**config.mk**
```make
export PLATFORM = sky130hd
export DESIGN_NAME = regfile_wr_arbiter_flat
export DESIGN_NICKNAME = d
export VERILOG_FILES = /design/src/rtl/regfile_wr_arbiter_if.sv /design/src/rtl/regfile_wr_arbiter.sv /design/src/flat_wrapper.sv
export SDC_FILE = /design/constraint.sdc
export NUM_CORES = 1
export LEC_CHECK = 0
export BUFFER_PORTS_ARGS = -buffer_cell sky130_fd_sc_hd__buf_2
export CAP_MARGIN = 20
export CORE_ASPECT_RATIO = 2
export CORE_MARGIN = 1
export CORE_UTILIZATION = 31
export DETAILED_ROUTE_END_ITERATION = 10
export GPL_TIMING_DRIVEN = 0
export PLACE_DENSITY = 0.68
export SLEW_MARGIN = 15
export SYNTH_ARGS = -nofsm -noshare
export SYNTH_HDL_FRONTEND = slang
export SYNTH_SLANG_ARGS = --single-unit
export TNS_END_PERCENT = 5
```
**constraint.sdc**
```tcl
create_clock -name clk -period 3 [get_ports clk]
set_input_delay 0.6 -clock clk [delete_from_list [all_inputs] [get_ports clk]]
set_output_delay 0.6 -clock clk [all_outputs]
set_load 0.005 [all_outputs]
```
**src/rtl/regfile_wr_arbiter_if.sv**
```systemverilog
// Core-writeback and debug-write request bundle for regfile_wr_arbiter.
// The master side is the requester (core datapath / debug module). The slave side is the arbiter.
interface regfile_wr_arbiter_if #(
  parameter int XLEN = 32,
  parameter int AW   = 5
);
  logic            core_we;
  logic [AW-1:0]   core_addr;
  logic [XLEN-1:0] core_wdata;
  logic            core_stall;

  logic            dbg_valid;
  logic            dbg_ready;
  logic [AW-1:0]   dbg_addr;
  logic [XLEN-1:0] dbg_wdata;

  modport master (
    output core_we, core_addr, core_wdata,
    input  core_stall,
    output dbg_valid, dbg_addr, dbg_wdata,
    input  dbg_ready
  );

  modport slave (
    input  core_we, core_addr, core_wdata,
    output core_stall,
    input  dbg_valid, dbg_addr, dbg_wdata,
    output dbg_ready
  );
endinterface

```
**src/rtl/regfile_wr_arbiter.sv**
```systemverilog
// Register-file write-port arbiter: core has priority, debug has a 1-entry buffer plus a starvation guard.
// Define RFARB_CLEAR_EN to add the post-reset zero-fill of x1..x31 before the core is released.
module regfile_wr_arbiter #(
  parameter int XLEN       = 32,
  parameter int AW         = 5,
  parameter int STARVE_MAX = 8
) (
  input  logic                  clk,
  input  logic                  rst,
  regfile_wr_arbiter_if.slave   bus,
  output logic                  init_done,
  output logic                  WE,
  output logic [AW-1:0]         A3,
  output logic [XLEN-1:0]       WD3
);

  localparam logic [7:0] STARVE_LIM = 8'(STARVE_MAX);

  logic            in_clear;
  logic [AW-1:0]   clear_addr;

  logic            hold_valid;
  logic [AW-1:0]   hold_addr;
  logic [XLEN-1:0] hold_data;
  logic [7:0]      starve_cnt;

  logic            core_busy;
  logic            force_dbg;
  logic            drain;
  logic            starve_inc;
  logic            capture;
  logic            stall;
  logic            ready;

`ifdef RFARB_CLEAR_EN
  typedef enum logic {
    S_CLEAR,
    S_RUN
  } state_t;

  localparam logic [AW-1:0] LAST_REG = {AW{1'b1}};

  state_t        state, state_next;
  logic [AW-1:0] clr_cnt, clr_cnt_next;

  // NOTE: sequential state uses non-blocking assignments so every flop samples pre-edge values.
  always_ff @(posedge clk) begin
    if (rst) begin
      state   <= S_CLEAR;
      clr_cnt <= AW'(1);
    end else begin
      state   <= state_next;
      clr_cnt <= clr_cnt_next;
    end
  end

  always_comb begin
    state_next   = state;
    clr_cnt_next = clr_cnt;
    case (state)
      S_CLEAR: begin
        clr_cnt_next = clr_cnt + AW'(1);
        if (clr_cnt == LAST_REG) state_next = S_RUN;
      end
      S_RUN:   state_next = S_RUN;
      default: state_next = S_CLEAR;
    endcase
  end

  assign in_clear   = (state == S_CLEAR);
  assign clear_addr = clr_cnt;
`else
  assign in_clear   = 1'b0;
  assign clear_addr = '0;
`endif

  // A core write to x0 is architecturally a no-op, so it leaves the port free for the debug entry.
  assign core_busy = bus.core_we && (bus.core_addr != '0);
  assign force_dbg = hold_valid && (starve_cnt == STARVE_LIM);

  // NOTE: every combinationally driven signal gets a default first, so no path can infer a latch.
  always_comb begin
    WE         = 1'b0;
    A3         = '0;
    WD3        = '0;
    stall      = 1'b1;
    ready      = 1'b0;
    drain      = 1'b0;
    starve_inc = 1'b0;
    if (!rst) begin
      if (in_clear) begin
        WE = 1'b1;
        A3 = clear_addr;
      end else begin
        stall = 1'b0;
        ready = !hold_valid;
        if (force_dbg) begin
          WE    = 1'b1;
          A3    = hold_addr;
          WD3   = hold_data;
          stall = 1'b1;
          drain = 1'b1;
        end else if (core_busy) begin
          WE         = 1'b1;
          A3         = bus.core_addr;
          WD3        = bus.core_wdata;
          starve_inc = hold_valid;
        end else if (hold_valid) begin
          WE    = 1'b1;
          A3    = hold_addr;
          WD3   = hold_data;
          drain = 1'b1;
        end
      end
    end
  end

  assign bus.core_stall = stall;
  assign bus.dbg_ready  = ready;
  assign init_done      = !rst && !in_clear;
  assign capture        = bus.dbg_valid && ready;

  // A buffer drained this cycle is still not ready, so capture and drain never coincide.
  always_ff @(posedge clk) begin
    if (rst) begin
      hold_valid <= 1'b0;
      starve_cnt <= '0;
    end else begin
      if (drain) begin
        hold_valid <= 1'b0;
        starve_cnt <= '0;
      end else if (starve_inc && (starve_cnt != STARVE_LIM)) begin
        starve_cnt <= starve_cnt + 8'd1;
      end
      if (capture && (bus.dbg_addr != '0)) hold_valid <= 1'b1;
    end
  end

  // NOTE: the payload registers need no reset; hold_valid alone qualifies their contents.
  always_ff @(posedge clk) begin
    if (capture) begin
      hold_addr <= bus.dbg_addr;
      hold_data <= bus.dbg_wdata;
    end
  end

  a_no_x0_write: assert property (@(posedge clk) disable iff (rst) WE |-> (A3 != '0));
  a_force_stalls: assert property (@(posedge clk) disable iff (rst) force_dbg |-> stall);

endmodule

```
**src/flat_wrapper.sv**
```systemverilog
// flat-port wrapper written by rule: the top's interface ports become plain ports
module regfile_wr_arbiter_flat 
#(
  parameter int XLEN       = 32,
  parameter int AW         = 5,
  parameter int STARVE_MAX = 8
)
  (clk, rst, init_done, WE, A3, WD3, bus_core_we, bus_core_addr, bus_core_wdata, bus_core_stall, bus_dbg_valid, bus_dbg_addr, bus_dbg_wdata, bus_dbg_ready);
  regfile_wr_arbiter_if #(.XLEN(XLEN), .AW(AW)) bus_i ();
  input  logic clk;
  input  logic rst;
  output logic init_done;
  output logic WE;
  output logic [AW-1:0] A3;
  output logic [XLEN-1:0] WD3;
  input wire logic [$bits(bus_i.core_we)-1:0] bus_core_we;
  input wire logic [$bits(bus_i.core_addr)-1:0] bus_core_addr;
  input wire logic [$bits(bus_i.core_wdata)-1:0] bus_core_wdata;
  output wire logic [$bits(bus_i.core_stall)-1:0] bus_core_stall;
  input wire logic [$bits(bus_i.dbg_valid)-1:0] bus_dbg_valid;
  input wire logic [$bits(bus_i.dbg_addr)-1:0] bus_dbg_addr;
  input wire logic [$bits(bus_i.dbg_wdata)-1:0] bus_dbg_wdata;
  output wire logic [$bits(bus_i.dbg_ready)-1:0] bus_dbg_ready;
  assign bus_i.core_we = bus_core_we;
  assign bus_i.core_addr = bus_core_addr;
  assign bus_i.core_wdata = bus_core_wdata;
  assign bus_core_stall = bus_i.core_stall;
  assign bus_i.dbg_valid = bus_dbg_valid;
  assign bus_i.dbg_addr = bus_dbg_addr;
  assign bus_i.dbg_wdata = bus_dbg_wdata;
  assign bus_dbg_ready = bus_i.dbg_ready;
  regfile_wr_arbiter #(.XLEN(XLEN), .AW(AW), .STARVE_MAX(STARVE_MAX)) u_core (.clk(clk), .rst(rst), .bus(bus_i), .init_done(init_done), .WE(WE), .A3(A3), .WD3(WD3));
endmodule
```
==> results.sh <==
export IMPL_timing_hold_violations_final=0
export IMPL_final_nets=357
export IMPL_tightest_slew_ps=471
export IMPL_swShare_pct=21.8
export IMPL_setup_tns_ps=0
export IMPL_crit_path_max_incr_delay_ps=370
export IMPL_leakagePower_uw=0.00135
export IMPL_ys_flop_type="edfxtp_1"
export IMPL_cp_max_fo=10
export IMPL_htree_levels=2
export IMPL_antenna_cells=0
export IMPL_period_minus_slack_ps=2880
export IMPL_die_w_um=60.3
export IMPL_root_buffer="clkbuf_16"
export IMPL_synthAdderAreaFrac_pct=1.19
export IMPL_path_cells="inv_1 -> ha_1 -> nor4b_1 -> and3_1 -> buf_2 -> o211a_1 -> buf_6 -> buf_12 -> a22o_1 -> buf_2"
export IMPL_routed_wl_um=5420
export IMPL_synth_seq_cells=46
export IMPL_worst_slack_ps=125
export IMPL_synth_mux_area_share_pct=0
export IMPL_power_density_mw_per_mm2=488
export IMPL_clk_latency_ps=280
export IMPL_rows=42
export IMPL_seqPwrFrac_pct=49.5
export IMPL_ys_top_cells_by_area="edfxtp_1 (53%), a22o_1 (15%), dfxtp_1 (8.5%)"
export IMPL_grt_pass1_vias=1707
export IMPL_postCtsHoldBufs=0
export IMPL_n_fill_cell=622
export IMPL_synth_area_mm2=0.00211
export IMPL_drt_iter0_markers=52
export IMPL_end_kind="primary output"
export IMPL_layout_common_cells="buf_2 (122), edfxtp_1 (37), a22o_1 (35), dfxtp_1 (8), inv_1 (6)"
export IMPL_ys_seq_area_share_pct=61.2
export IMPL_core_area_mm2=0.00657
export IMPL_clk_pin_slew_ps=60
export IMPL_hold_class="in2reg"
export IMPL_clock_fmax_ghz=0.348
export IMPL_final_core_util_pct=45.9
export IMPL_die_area_mm2=0.00715
export IMPL_timing_hold_ws_ps=487
export IMPL_drc=0
export IMPL_grt_max_degree=26
export IMPL_start_util_pct=32.1
export IMPL_setup_viol=0
export IMPL_drive_above_1_share_pct=52.2
export IMPL_place_ws_ps=17.1
export IMPL_max_cap_violations=0
export IMPL_drtPass1Iterations=4
export IMPL_fin_crit_sh_pct=95.8
export IMPL_synth_top_area_share_pct=52.7
export IMPL_cp_required_ps=2400
export IMPL_mostFrequentLayoutCell="buf_2"
export IMPL_ys_async_sr_fraction_pct=0
export IMPL_synth_top_family_by_area="compound AO/OA/AOI/OAI gates"
export IMPL_grt_pass1_wl_um=7940
export IMPL_path_delay_family="buffers and inverters"
export IMPL_dpl_hpwl_um=4140
export IMPL_place_gp_congestion=0.821
export IMPL_yosys_warnings=0
export IMPL_synth_edf_count=37
export IMPL_avgSynthCellArea_um2=14.1
export IMPL_synthCells=149
export IMPL_via_per_inst=4.90
export IMPL_status="finished clean"
export IMPL_cp_num_buf_inv=5
export IMPL_io_buffers=118
export IMPL_grt_usage_pct=15.3
export IMPL_clockBufferDepth=2
export IMPL_ios=119
export IMPL_cts_tree="built"
export IMPL_synthXorXnorAreaFrac_pct=2.08
export IMPL_ir_drop_uv=279
export IMPL_switching_power_uw=320
export IMPL_die_h_um=119
export IMPL_cts_sinks=46
export IMPL_worstSetupPathType="reg2out"
export IMPL_startpoint_type="flop"
export IMPL_synth_area_leader_cell="edfxtp_1"
export IMPL_post_drt_wl_per_cell_um=14.8
export IMPL_synth_net_count=229
export IMPL_critPathArrivalTime_ps=2280
export IMPL_cp_common_cell="buf_2"
export IMPL_finalClockSkew_ps=5.93
export IMPL_p_clk_share_pct=37.8
export IMPL_synthToLayoutAreaGrowth_pct=42.9
export IMPL_grt_overflow=0
export IMPL_cts_inserted_buffers=5
export IMPL_drtAntennaViolNets=0
export IMPL_slew_limit_headroom_pct=67.8
export IMPL_synth_simple_area_share_pct=7.18
export IMPL_num_vias=1793
export IMPL_rsz0062_at_grt="no"
export IMPL_pwr_share_comb_pct=12.6
export IMPL_antenna_found_initial=0
export IMPL_multi_input_comb_area_um2=701
export IMPL_slew_violations=0
export IMPL_regArea_mm2=0.00129
export IMPL_synth_compound_area_share_pct=22.4
export IMPL_cell_internal_pwr_uw=1150
export IMPL_synthDistinctLibCells=39
export IMPL_critPathSlowestCell="dfxtp_2"
## path summary, 6_finish.rpt
path	start	to	slack (ps)	depth (start not counted)
setup reg to reg	u_core.starve_cnt[0]	u_core.starve_cnt[4]	1100	7
hold reg to reg	u_core.starve_cnt[4]	u_core.starve_cnt[4]	540	2
setup / recovery	u_core.starve_cnt[0]	WD3[30]	120	10
hold / removal	bus_dbg_wdata[30]	u_core.hold_data[30]	490	1
## kinds of logic after synthesis
kind of cell / count (synthesis)
compound gates: 56
flops: 46
simple gates: 24
buf+inv: 16
xor+xnor: 5
fa+ha+maj: 2
## power by group through the flow
stage / Clock, µW / Sequential [µW] / Combinational [µW]
2_1_floorplan: 0 / 739 / 79.5
3_3_place_gp: 0 / 741 / 174
3_5_place_dp: 0 / 741 / 183
4_1_cts: 572 / 727 / 188
5_1_grt: 591 / 730 / 205
6_report: 556 / 728 / 186
## layer usage
layer | vias to the layer above | part of all wire [%] | track usage (%)
met5 | - | 0 | 0
met2 | 74 | 57 | 28.1
met3 | 7 | 5.1 | 2.41
met4 | 0 | 2.5 | 9.01
li1 | 862 | - | -
met1 | 850 | 35 | 14.8
## sequential cells by signal, indices dropped and copies added (netlist names)
name               flops
u_core.hold_data      32
u_core.hold_addr       5
u_core.starve_cnt      8
u_core.hold_valid      1
## per-stage QoR
| step | power [µW] | instance area (µm²) | cells |
|---|---|---|---|
| after floorplan | 819 | 2110 | 149 |
| after global placement | 915 | 2810 | 355 |
| after detailed placement | 924 | 2840 | 356 |
| after CTS | 1490 | 3010 | 366 |
| after global routing | 1530 | 3010 | 366 |
| final | 1470 | 3010 | 366 |
## what timing repair did
action                     in CTS  in global routing
resized for setup               1                  1
setup endpoints to repair      30                 32
setup buffers                   2                  0
cloned                          0                  0
pin swaps                       1                  0
## synthesized netlist by cell type, types with 2 or more instances
master and n:
inv_1 6, o21ai_0 5, nor3_1 5, xor2_1 2
o211ai_1 2, a211oi_1 4, buf_2 4, ha_1 2
edfxtp_1 37, and3_1 2, dfxtp_1 9, a21oi_1 2
xnor2_1 3, or4_1 2, buf_12 3, a22o_1 35
nand2_1 3, nor2_1 2
## layout make-up
class | instances | area share (%)
Buffer | 10 | 3.41
Clock buffer | 6 | 4.61
Clock inverter | 2 | 0.415
Inverter | 6 | 0.748
Multi-Input combinational cell | 87 | 23.3
Sequential cell | 46 | 42.9
Tap cell | 88 | 3.65
Timing Repair Buffer | 121 | 21.0
Power figures use the tool's default switching activity.
